`config.mk`:
```
export PLATFORM = sky130hd
export DESIGN_NAME = cluster_periph_initiator_flat
export DESIGN_NICKNAME = d
export VERILOG_FILES = /design/src/rtl/cluster_periph_initiator_if.sv /design/src/rtl/cluster_periph_initiator.sv /design/src/flat_wrapper.sv
export SDC_FILE = /design/constraint.sdc
export NUM_CORES = 1
export LEC_CHECK = 0
export BUFFER_PORTS_ARGS = -buffer_cell sky130_fd_sc_hd__buf_2
export CORE_ASPECT_RATIO = 0.9
export CORE_MARGIN = 1
export CORE_UTILIZATION = 43
export CTS_CLUSTER_SIZE = 40
export DETAILED_ROUTE_END_ITERATION = 6
export GPL_ROUTABILITY_DRIVEN = 0
export MAX_ROUTING_LAYER = met4
export PLACE_DENSITY_LB_ADDON = 0.05
export SLEW_MARGIN = 20
export SYNTH_ARGS = -nofsm -noshare
export SYNTH_HDL_FRONTEND = slang
export SYNTH_SLANG_ARGS = --single-unit
```
`constraint.sdc`:
```
create_clock -name clk_i -period 1.9 [get_ports clk_i]
set_input_delay 0.57 -clock clk_i [delete_from_list [all_inputs] [get_ports clk_i]]
set_output_delay 0.57 -clock clk_i [all_outputs]
set_load 0.1 [all_outputs]
```
`src/rtl/cluster_periph_initiator_if.sv`:
```
`default_nettype none
// ============================================================================
// Module   : XBAR_PERIPH_BUS
// Brief    : Cluster peripheral interconnect request/response bundle.
// Revision : 1.0 - initial release
// ============================================================================
interface XBAR_PERIPH_BUS #(
  parameter int unsigned ID_WIDTH = 5
);
  logic                req;
  logic [31:0]         add;
  logic                wen;
  logic [31:0]         wdata;
  logic [3:0]          be;
  logic                gnt;
  logic [ID_WIDTH-1:0] id;
  logic                r_valid;
  logic                r_opc;
  logic [ID_WIDTH-1:0] r_id;
  logic [31:0]         r_rdata;

  modport Master (
    output req, add, wen, wdata, be, id,
    input  gnt, r_valid, r_opc, r_id, r_rdata
  );

  modport Slave (
    input  req, add, wen, wdata, be, id,
    output gnt, r_valid, r_opc, r_id, r_rdata
  );
endinterface
`default_nettype wire

```
`src/rtl/cluster_periph_initiator.sv`:
```
`default_nettype none
// ============================================================================
// Module   : cluster_periph_initiator
// Brief    : Single-outstanding command-to-XBAR_PERIPH_BUS initiator with
//            ID tagging, timeout abort and error counting.
// Revision : 1.0 - initial release
// ============================================================================
module cluster_periph_initiator #(
  parameter int unsigned PER_ID_WIDTH   = 5,
  parameter int unsigned TIMEOUT_CYCLES = 255,
  parameter logic [31:0] TIMEOUT_RDATA  = 32'hBADACCE5
) (
  input  logic           clk_i,
  input  logic           rst_ni,
  input  logic           cmd_valid_i,
  output logic           cmd_ready_o,
  input  logic [31:0]    cmd_addr_i,
  input  logic           cmd_we_i,
  input  logic [31:0]    cmd_wdata_i,
  input  logic [3:0]     cmd_be_i,
  output logic           rsp_valid_o,
  input  logic           rsp_ready_i,
  output logic [31:0]    rsp_rdata_o,
  output logic           rsp_err_o,
  output logic           rsp_timeout_o,
  output logic [7:0]     err_cnt_o,
  XBAR_PERIPH_BUS.Master speriph_master
);

  localparam int unsigned c_timer_w =
    (TIMEOUT_CYCLES > 1) ? $clog2(TIMEOUT_CYCLES + 1) : 1;
  localparam logic [c_timer_w-1:0] c_timeout = c_timer_w'(TIMEOUT_CYCLES);

  typedef enum logic [1:0] {
    IDLE   = 2'd0,
    REQ    = 2'd1,
    WAIT_R = 2'd2,
    RSP    = 2'd3
  } state_t;

  state_t                  r_state;
  state_t                  w_state_next;

  logic                    r_req;
  logic [31:0]             r_add;
  logic                    r_wen;
  logic [31:0]             r_wdata;
  logic [3:0]              r_be;
  logic [PER_ID_WIDTH-1:0] r_id_q;
  logic [c_timer_w-1:0]    r_timer;
  logic                    r_rsp_valid;
  logic [31:0]             r_rsp_rdata;
  logic                    r_rsp_err;
  logic                    r_rsp_timeout;
  logic [7:0]              r_err_cnt;

  logic [c_timer_w-1:0]    w_timer;
  logic                    w_timeout;
  logic                    w_match;
  logic                    w_accept;
  logic                    w_grant;
  logic                    w_capture;
  logic                    w_abort;
  logic                    w_release;

  // w_timer is the count for the current cycle: 1 in the first REQ cycle.
  always_comb begin
    w_timer      = r_timer + c_timer_w'(1);
    w_timeout    = (TIMEOUT_CYCLES != 0) && (w_timer == c_timeout);
    w_match      = speriph_master.r_valid && (speriph_master.r_id == r_id_q);
    w_state_next = r_state;
    w_accept     = 1'b0;
    w_grant      = 1'b0;
    w_capture    = 1'b0;
    w_abort      = 1'b0;
    w_release    = 1'b0;
    case (r_state)
      IDLE: begin
        if (cmd_valid_i) begin
          w_accept     = 1'b1;
          w_state_next = REQ;
        end
      end
      REQ: begin
        if (speriph_master.gnt) begin
          w_grant      = 1'b1;
          w_state_next = WAIT_R;
        end else if (w_timeout) begin
          w_abort      = 1'b1;
          w_state_next = RSP;
        end
      end
      WAIT_R: begin
        if (w_match) begin
          w_capture    = 1'b1;
          w_state_next = RSP;
        end else if (w_timeout) begin
          w_abort      = 1'b1;
          w_state_next = RSP;
        end
      end
      RSP: begin
        if (rsp_ready_i) begin
          w_release    = 1'b1;
          w_state_next = IDLE;
        end
      end
      default: w_state_next = IDLE;
    endcase
  end

  always_ff @(posedge clk_i or negedge rst_ni) begin
    if (!rst_ni) begin
      r_state <= IDLE;
    end else begin
      r_state <= w_state_next;
    end
  end

  always_ff @(posedge clk_i or negedge rst_ni) begin
    if (!rst_ni) begin
      r_req         <= 1'b0;
      r_add         <= '0;
      r_wen         <= 1'b0;
      r_wdata       <= '0;
      r_be          <= '0;
      r_id_q        <= '0;
      r_timer       <= '0;
      r_rsp_valid   <= 1'b0;
      r_rsp_rdata   <= '0;
      r_rsp_err     <= 1'b0;
      r_rsp_timeout <= 1'b0;
      r_err_cnt     <= '0;
    end else begin
      if (w_accept) begin
        r_req   <= 1'b1;
        r_add   <= cmd_addr_i;
        r_wen   <= ~cmd_we_i;
        r_wdata <= cmd_wdata_i;
        r_be    <= cmd_be_i;
        r_timer <= '0;
      end
      if (w_grant || w_abort) begin
        r_req <= 1'b0;
      end
      if (r_state == REQ || r_state == WAIT_R) begin
        r_timer <= w_timer;
      end
      if (w_capture) begin
        r_rsp_valid   <= 1'b1;
        r_rsp_rdata   <= speriph_master.r_rdata;
        r_rsp_err     <= speriph_master.r_opc;
        r_rsp_timeout <= 1'b0;
      end
      if (w_abort) begin
        r_rsp_valid   <= 1'b1;
        r_rsp_rdata   <= TIMEOUT_RDATA;
        r_rsp_err     <= 1'b1;
        r_rsp_timeout <= 1'b1;
      end
      // Advancing the tag here makes any late reply to this ID mismatch.
      if (w_release) begin
        r_rsp_valid <= 1'b0;
        r_id_q      <= r_id_q + PER_ID_WIDTH'(1);
        if (r_rsp_err && (r_err_cnt != 8'hFF)) begin
          r_err_cnt <= r_err_cnt + 8'd1;
        end
      end
    end
  end

  // Gated by reset so the command port reads not-ready while reset is held.
  assign cmd_ready_o          = (r_state == IDLE) && rst_ni;
  assign rsp_valid_o          = r_rsp_valid;
  assign rsp_rdata_o          = r_rsp_rdata;
  assign rsp_err_o            = r_rsp_err;
  assign rsp_timeout_o        = r_rsp_timeout;
  assign err_cnt_o            = r_err_cnt;

  assign speriph_master.req   = r_req;
  assign speriph_master.add   = r_add;
  assign speriph_master.wen   = r_wen;
  assign speriph_master.wdata = r_wdata;
  assign speriph_master.be    = r_be;
  assign speriph_master.id    = r_id_q;

endmodule
`default_nettype wire

```
`src/flat_wrapper.sv`:
```
// flat-port wrapper written by rule: the top's interface ports become plain ports
module cluster_periph_initiator_flat 
#(
  parameter int unsigned PER_ID_WIDTH   = 5,
  parameter int unsigned TIMEOUT_CYCLES = 255,
  parameter logic [31:0] TIMEOUT_RDATA  = 32'hBADACCE5
)
  (clk_i, rst_ni, cmd_valid_i, cmd_ready_o, cmd_addr_i, cmd_we_i, cmd_wdata_i, cmd_be_i, rsp_valid_o, rsp_ready_i, rsp_rdata_o, rsp_err_o, rsp_timeout_o, err_cnt_o, speriph_master_req, speriph_master_add, speriph_master_wen, speriph_master_wdata, speriph_master_be, speriph_master_id, speriph_master_gnt, speriph_master_r_valid, speriph_master_r_opc, speriph_master_r_id, speriph_master_r_rdata);
  XBAR_PERIPH_BUS #(.ID_WIDTH((5))) speriph_master_i ();
  input  logic clk_i;
  input  logic rst_ni;
  input  logic cmd_valid_i;
  output logic cmd_ready_o;
  input  logic [31:0] cmd_addr_i;
  input  logic cmd_we_i;
  input  logic [31:0] cmd_wdata_i;
  input  logic [3:0] cmd_be_i;
  output logic rsp_valid_o;
  input  logic rsp_ready_i;
  output logic [31:0] rsp_rdata_o;
  output logic rsp_err_o;
  output logic rsp_timeout_o;
  output logic [7:0] err_cnt_o;
  output wire logic [$bits(speriph_master_i.req)-1:0] speriph_master_req;
  output wire logic [$bits(speriph_master_i.add)-1:0] speriph_master_add;
  output wire logic [$bits(speriph_master_i.wen)-1:0] speriph_master_wen;
  output wire logic [$bits(speriph_master_i.wdata)-1:0] speriph_master_wdata;
  output wire logic [$bits(speriph_master_i.be)-1:0] speriph_master_be;
  output wire logic [$bits(speriph_master_i.id)-1:0] speriph_master_id;
  input wire logic [$bits(speriph_master_i.gnt)-1:0] speriph_master_gnt;
  input wire logic [$bits(speriph_master_i.r_valid)-1:0] speriph_master_r_valid;
  input wire logic [$bits(speriph_master_i.r_opc)-1:0] speriph_master_r_opc;
  input wire logic [$bits(speriph_master_i.r_id)-1:0] speriph_master_r_id;
  input wire logic [$bits(speriph_master_i.r_rdata)-1:0] speriph_master_r_rdata;
  assign speriph_master_req = speriph_master_i.req;
  assign speriph_master_add = speriph_master_i.add;
  assign speriph_master_wen = speriph_master_i.wen;
  assign speriph_master_wdata = speriph_master_i.wdata;
  assign speriph_master_be = speriph_master_i.be;
  assign speriph_master_id = speriph_master_i.id;
  assign speriph_master_i.gnt = speriph_master_gnt;
  assign speriph_master_i.r_valid = speriph_master_r_valid;
  assign speriph_master_i.r_opc = speriph_master_r_opc;
  assign speriph_master_i.r_id = speriph_master_r_id;
  assign speriph_master_i.r_rdata = speriph_master_r_rdata;
  cluster_periph_initiator #(.PER_ID_WIDTH(PER_ID_WIDTH), .TIMEOUT_CYCLES(TIMEOUT_CYCLES), .TIMEOUT_RDATA(TIMEOUT_RDATA)) u_core (.clk_i(clk_i), .rst_ni(rst_ni), .cmd_valid_i(cmd_valid_i), .cmd_ready_o(cmd_ready_o), .cmd_addr_i(cmd_addr_i), .cmd_we_i(cmd_we_i), .cmd_wdata_i(cmd_wdata_i), .cmd_be_i(cmd_be_i), .rsp_valid_o(rsp_valid_o), .rsp_ready_i(rsp_ready_i), .rsp_rdata_o(rsp_rdata_o), .rsp_err_o(rsp_err_o), .rsp_timeout_o(rsp_timeout_o), .err_cnt_o(err_cnt_o), .speriph_master(speriph_master_i));
endmodule
```
==> flow_metrics.py <==
metrics = {
    "cells_and_area": {
        "nNetsFinal": 781,
        "drive_gt1_share_pct": 57.1,
        "fillers": 979,
        "diodes": 0,
        "finalInstanceArea_um2": 7580,
        "syn_to_final_growth_pct": 42.1,
    },
    "synthesis": {
        "netlist.area_leader.share_pct": 60.1,
        "synth-adder-area-share_pct": 2.35,
        "synth_ff_type": "dfrtp_1",
        "synth_warnings": 0,
        "synthesis.nets": 523,
        "synth.distinct_cells": 36,
        "async_reset_ff_share_pct": 100,
        "yosysTopAreaCell": "dfrtp_1",
        "synth_xor_area_share_pct": 3.59,
        "synth_compound_area_share_pct": 2.86,
        "synth_top_family_by_area": "multiplexers",
        "synth-edff-count": 0,
        "syn_avg_cell_area_um2": 13.3,
        "ys_top_cells_by_area": "dfrtp_1 (60%), mux2_2 (15%), mux2i_1 (6.6%)",
        "synthTopCellsByCount": "dfrtp_1 (128), mux2_2 (70), nand2_1 (39), mux2i_1 (35), nor2_1 (18)",
        "yosysSeqAreaShare_pct": 60.1,
        "yosys.area_share.simple_pct": 7.48,
        "synth.cell_area_um2": 5330,
        "ys_ff_latch": 128,
        "postSynthCellCount": 400,
        "synthMuxAreaShare_pct": 21.4,
        "yosysMostFrequentCell": "dfrtp_1",
    },
    "routing": {
        "vias": 3951,
        "wl_per_cell_um": 15.1,
        "drt_wl_total_mm": 12.5,
        "ant_nets": 0,
        "vias_per_cell": 4.75,
        "drt_iter0_markers": 173,
        "dr.pass1.iters": 4,
        "remaining_drc_errors": 0,
    },
    "clocking": {
        "clk_latency_ps": 410,
        "clock-sinks": 128,
        "root_buffer": "clkbuf_16",
        "clock_path_buffers": 2,
        "cts_hold_buf": 0,
        "htree_levels": 4,
        "cts_tree": "built",
        "cts_buffers": 17,
        "clk_pin_slew_worst_paths_ps": 60,
    },
    "timing": {
        "maxSlewViolCount": 0,
        "hold_violations": 0,
        "clock_skew_ps": 6.85,
        "max-slew-margin-rel_pct": 55.4,
        "timing.final.crit_period_ps": 1900,
        "clock.fmax_mhz": 525,
        "layout_worst_path_cycle_share_pct": 100,
        "worst_pin_slew_ps": 669,
        "setup-violations-final": 1,
        "rsz0062_at_grt": "true",
        "setup_ws_ps": -4.75,
    },
    "global_route": {
        "top_usage_layer": "met2",
        "grt_overflow": 0,
        "antenna_found_initial": 0,
        "grt_max_degree": 129,
        "use_met3_pct": 6.57,
        "grt_pass1_vias": 4003,
        "use_met1_pct": 24.9,
        "grt.total_usage_pct": 20.1,
        "use_met2_pct": 30.4,
        "grt_pass1_wl_mm": 19.2,
    },
    "worst_setup_path": {
        "timing.rr.start": "u_core.r_state[0]",
        "r2r_end": "u_core.rsp_rdata_o[16]",
        "cpMaxStageDelayCell": "dfrtp_1",
        "reg2reg_depth": 8,
        "arrival_ps": 1330,
        "worst_setup_path_start_kind": "flip-flop",
        "crit_type": "flip-flop to output port",
        "ff2ff_setup_slack_ps": 10,
        "path_max_fanout": 3,
        "cp.required_ps": 1330,
        "cp-end-kind": "output port",
        "path_cells": "inv_2, ha_4, and2_4, buf_12",
        "cpPeakStageDelay_ps": 380,
    },
    "outcome": {
        "outcome": "finished, violations left",
        "failed_checks": "setup timing",
    },
    "place": {
        "placed_cell_area_um2": 6850,
        "port_buffers": 231,
        "place_hpwl_mm": 8.81,
    },
    "min_path": {
        "hold_path.class": "primary input to asynchronous set/reset pin",
    },
    "floorplanning": {
        "die_h_um": 108,
        "die_area_um2": 12900,
        "start_util_pct": 44.2,
        "num_rows": 38,
        "core_area_um2": 12100,
        "chipWidth_um": 119,
        "io_pins": 232,
    },
    "flow_run": {
        "max_cap_violations": 0,
    },
}
[registers in the layout, summed over array words and instances (netlist names), 2 cells and up]
register	cells
u_core.r_timer	8
u_core.r_state	2
u_core.speriph_master.add	32
u_core.err_cnt_o	8
u_core.speriph_master.be	4
u_core.speriph_master.id	5
u_core.rsp_rdata_o	32
u_core.speriph_master.wdata	32
[through the flow]
step | cells | setup TNS [ps] | util, % | setup WS [ps] | hold slack [ps]
global placement | 793 | -123 | 56.7 | -44.3 | 469
floorplan | 400 | 0 | - | 1.84 | 274
finish | 831 | -4.75 | 62.8 | -4.75 | 312
global route | 831 | -677 | 62.8 | -51.1 | 363
detailed placement | 793 | -881 | 56.7 | -80.4 | 473
CTS | 829 | -17.2 | 62.4 | -17.2 | 329
[cell usage in the layout, fill, tap and decap left out, types with 5 or more instances in the layout]
| master | n |
|---|---|
| buf_2 | 228 |
| dfrtp_1 | 115 |
| mux2_2 | 70 |
| nand2_1 | 38 |
| mux2i_1 | 35 |
| nor2_1 | 18 |
| clkbuf_16 | 17 |
| buf_4 | 17 |
| xnor2_1 | 16 |
| nand3_1 | 10 |
| dfrtp_2 | 10 |
| ha_1 | 8 |
| inv_1 | 7 |
| buf_12 | 7 |
| o21ai_0 | 6 |
| nand4_1 | 5 |
| a21oi_1 | 5 |
| bufinv_16 | 5 |
[cell families (layout without fill, tap and decap cells)]
group / count (synthesis) / in the layout
simple gates: 87 / 88
mux: 105 / 105
fa+ha+maj: 10 / 10
xor+xnor: 21 / 21
compound gates: 25 / 25
buf+inv: 24 / 294
flops: 128 / 128
[final cells by class]
cell class	count	area, um^2	share of cell area (%)
Clock buffer	18	429	5.66
Clock inverter	14	214	2.82
Inverter	9	33.8	0.446
Multi-Input combinational cell	249	2060	27.2
Sequential cell	128	3230	42.6
Tap cell	160	200	2.64
Timing Repair Buffer	253	1420	18.7
[worst max path at each step]
stage,start,end,slack [ps],cells past startpoint
after global routing,u_core.r_state[1],cmd_ready_o,-50,4
after detailed placement,speriph_master_r_id[1],u_core.rsp_timeout_o,-80,6
final,u_core.r_state[1],cmd_ready_o,-5,4
after CTS,u_core.r_state[1],cmd_ready_o,-20,4
after floorplan,u_core.err_cnt_o[7],u_core.err_cnt_o[5],2,5
after global placement,speriph_master_r_id[1],u_core.rsp_timeout_o,-40,6
[critical path, delay by kind of cell, from the launching register on]
family / cells / cell delay (ps)
fa+ha+maj: 1 / 140
buf+inv: 2 / 250
flops: 1 / 380
simple gates: 1 / 140
[timing repair]
item,4_1_cts,5_1_grt
gates resized for setup,6,9
pin swaps,2,3
setup endpoints to repair,2,37
setup buffers,4,1
cloned,0,1
[metal layers]
layer	routed length [um]	vias up	share of wire (%)
met3	960	19	7.7
li1	-	1896	-
met2	5870	160	47
met1	5480	1876	44
met4	190	0	1.5
met5	0	-	0
Power is not shown: default switching activity piles up to over one toggle a cycle in this logic, so the estimate is an artifact.
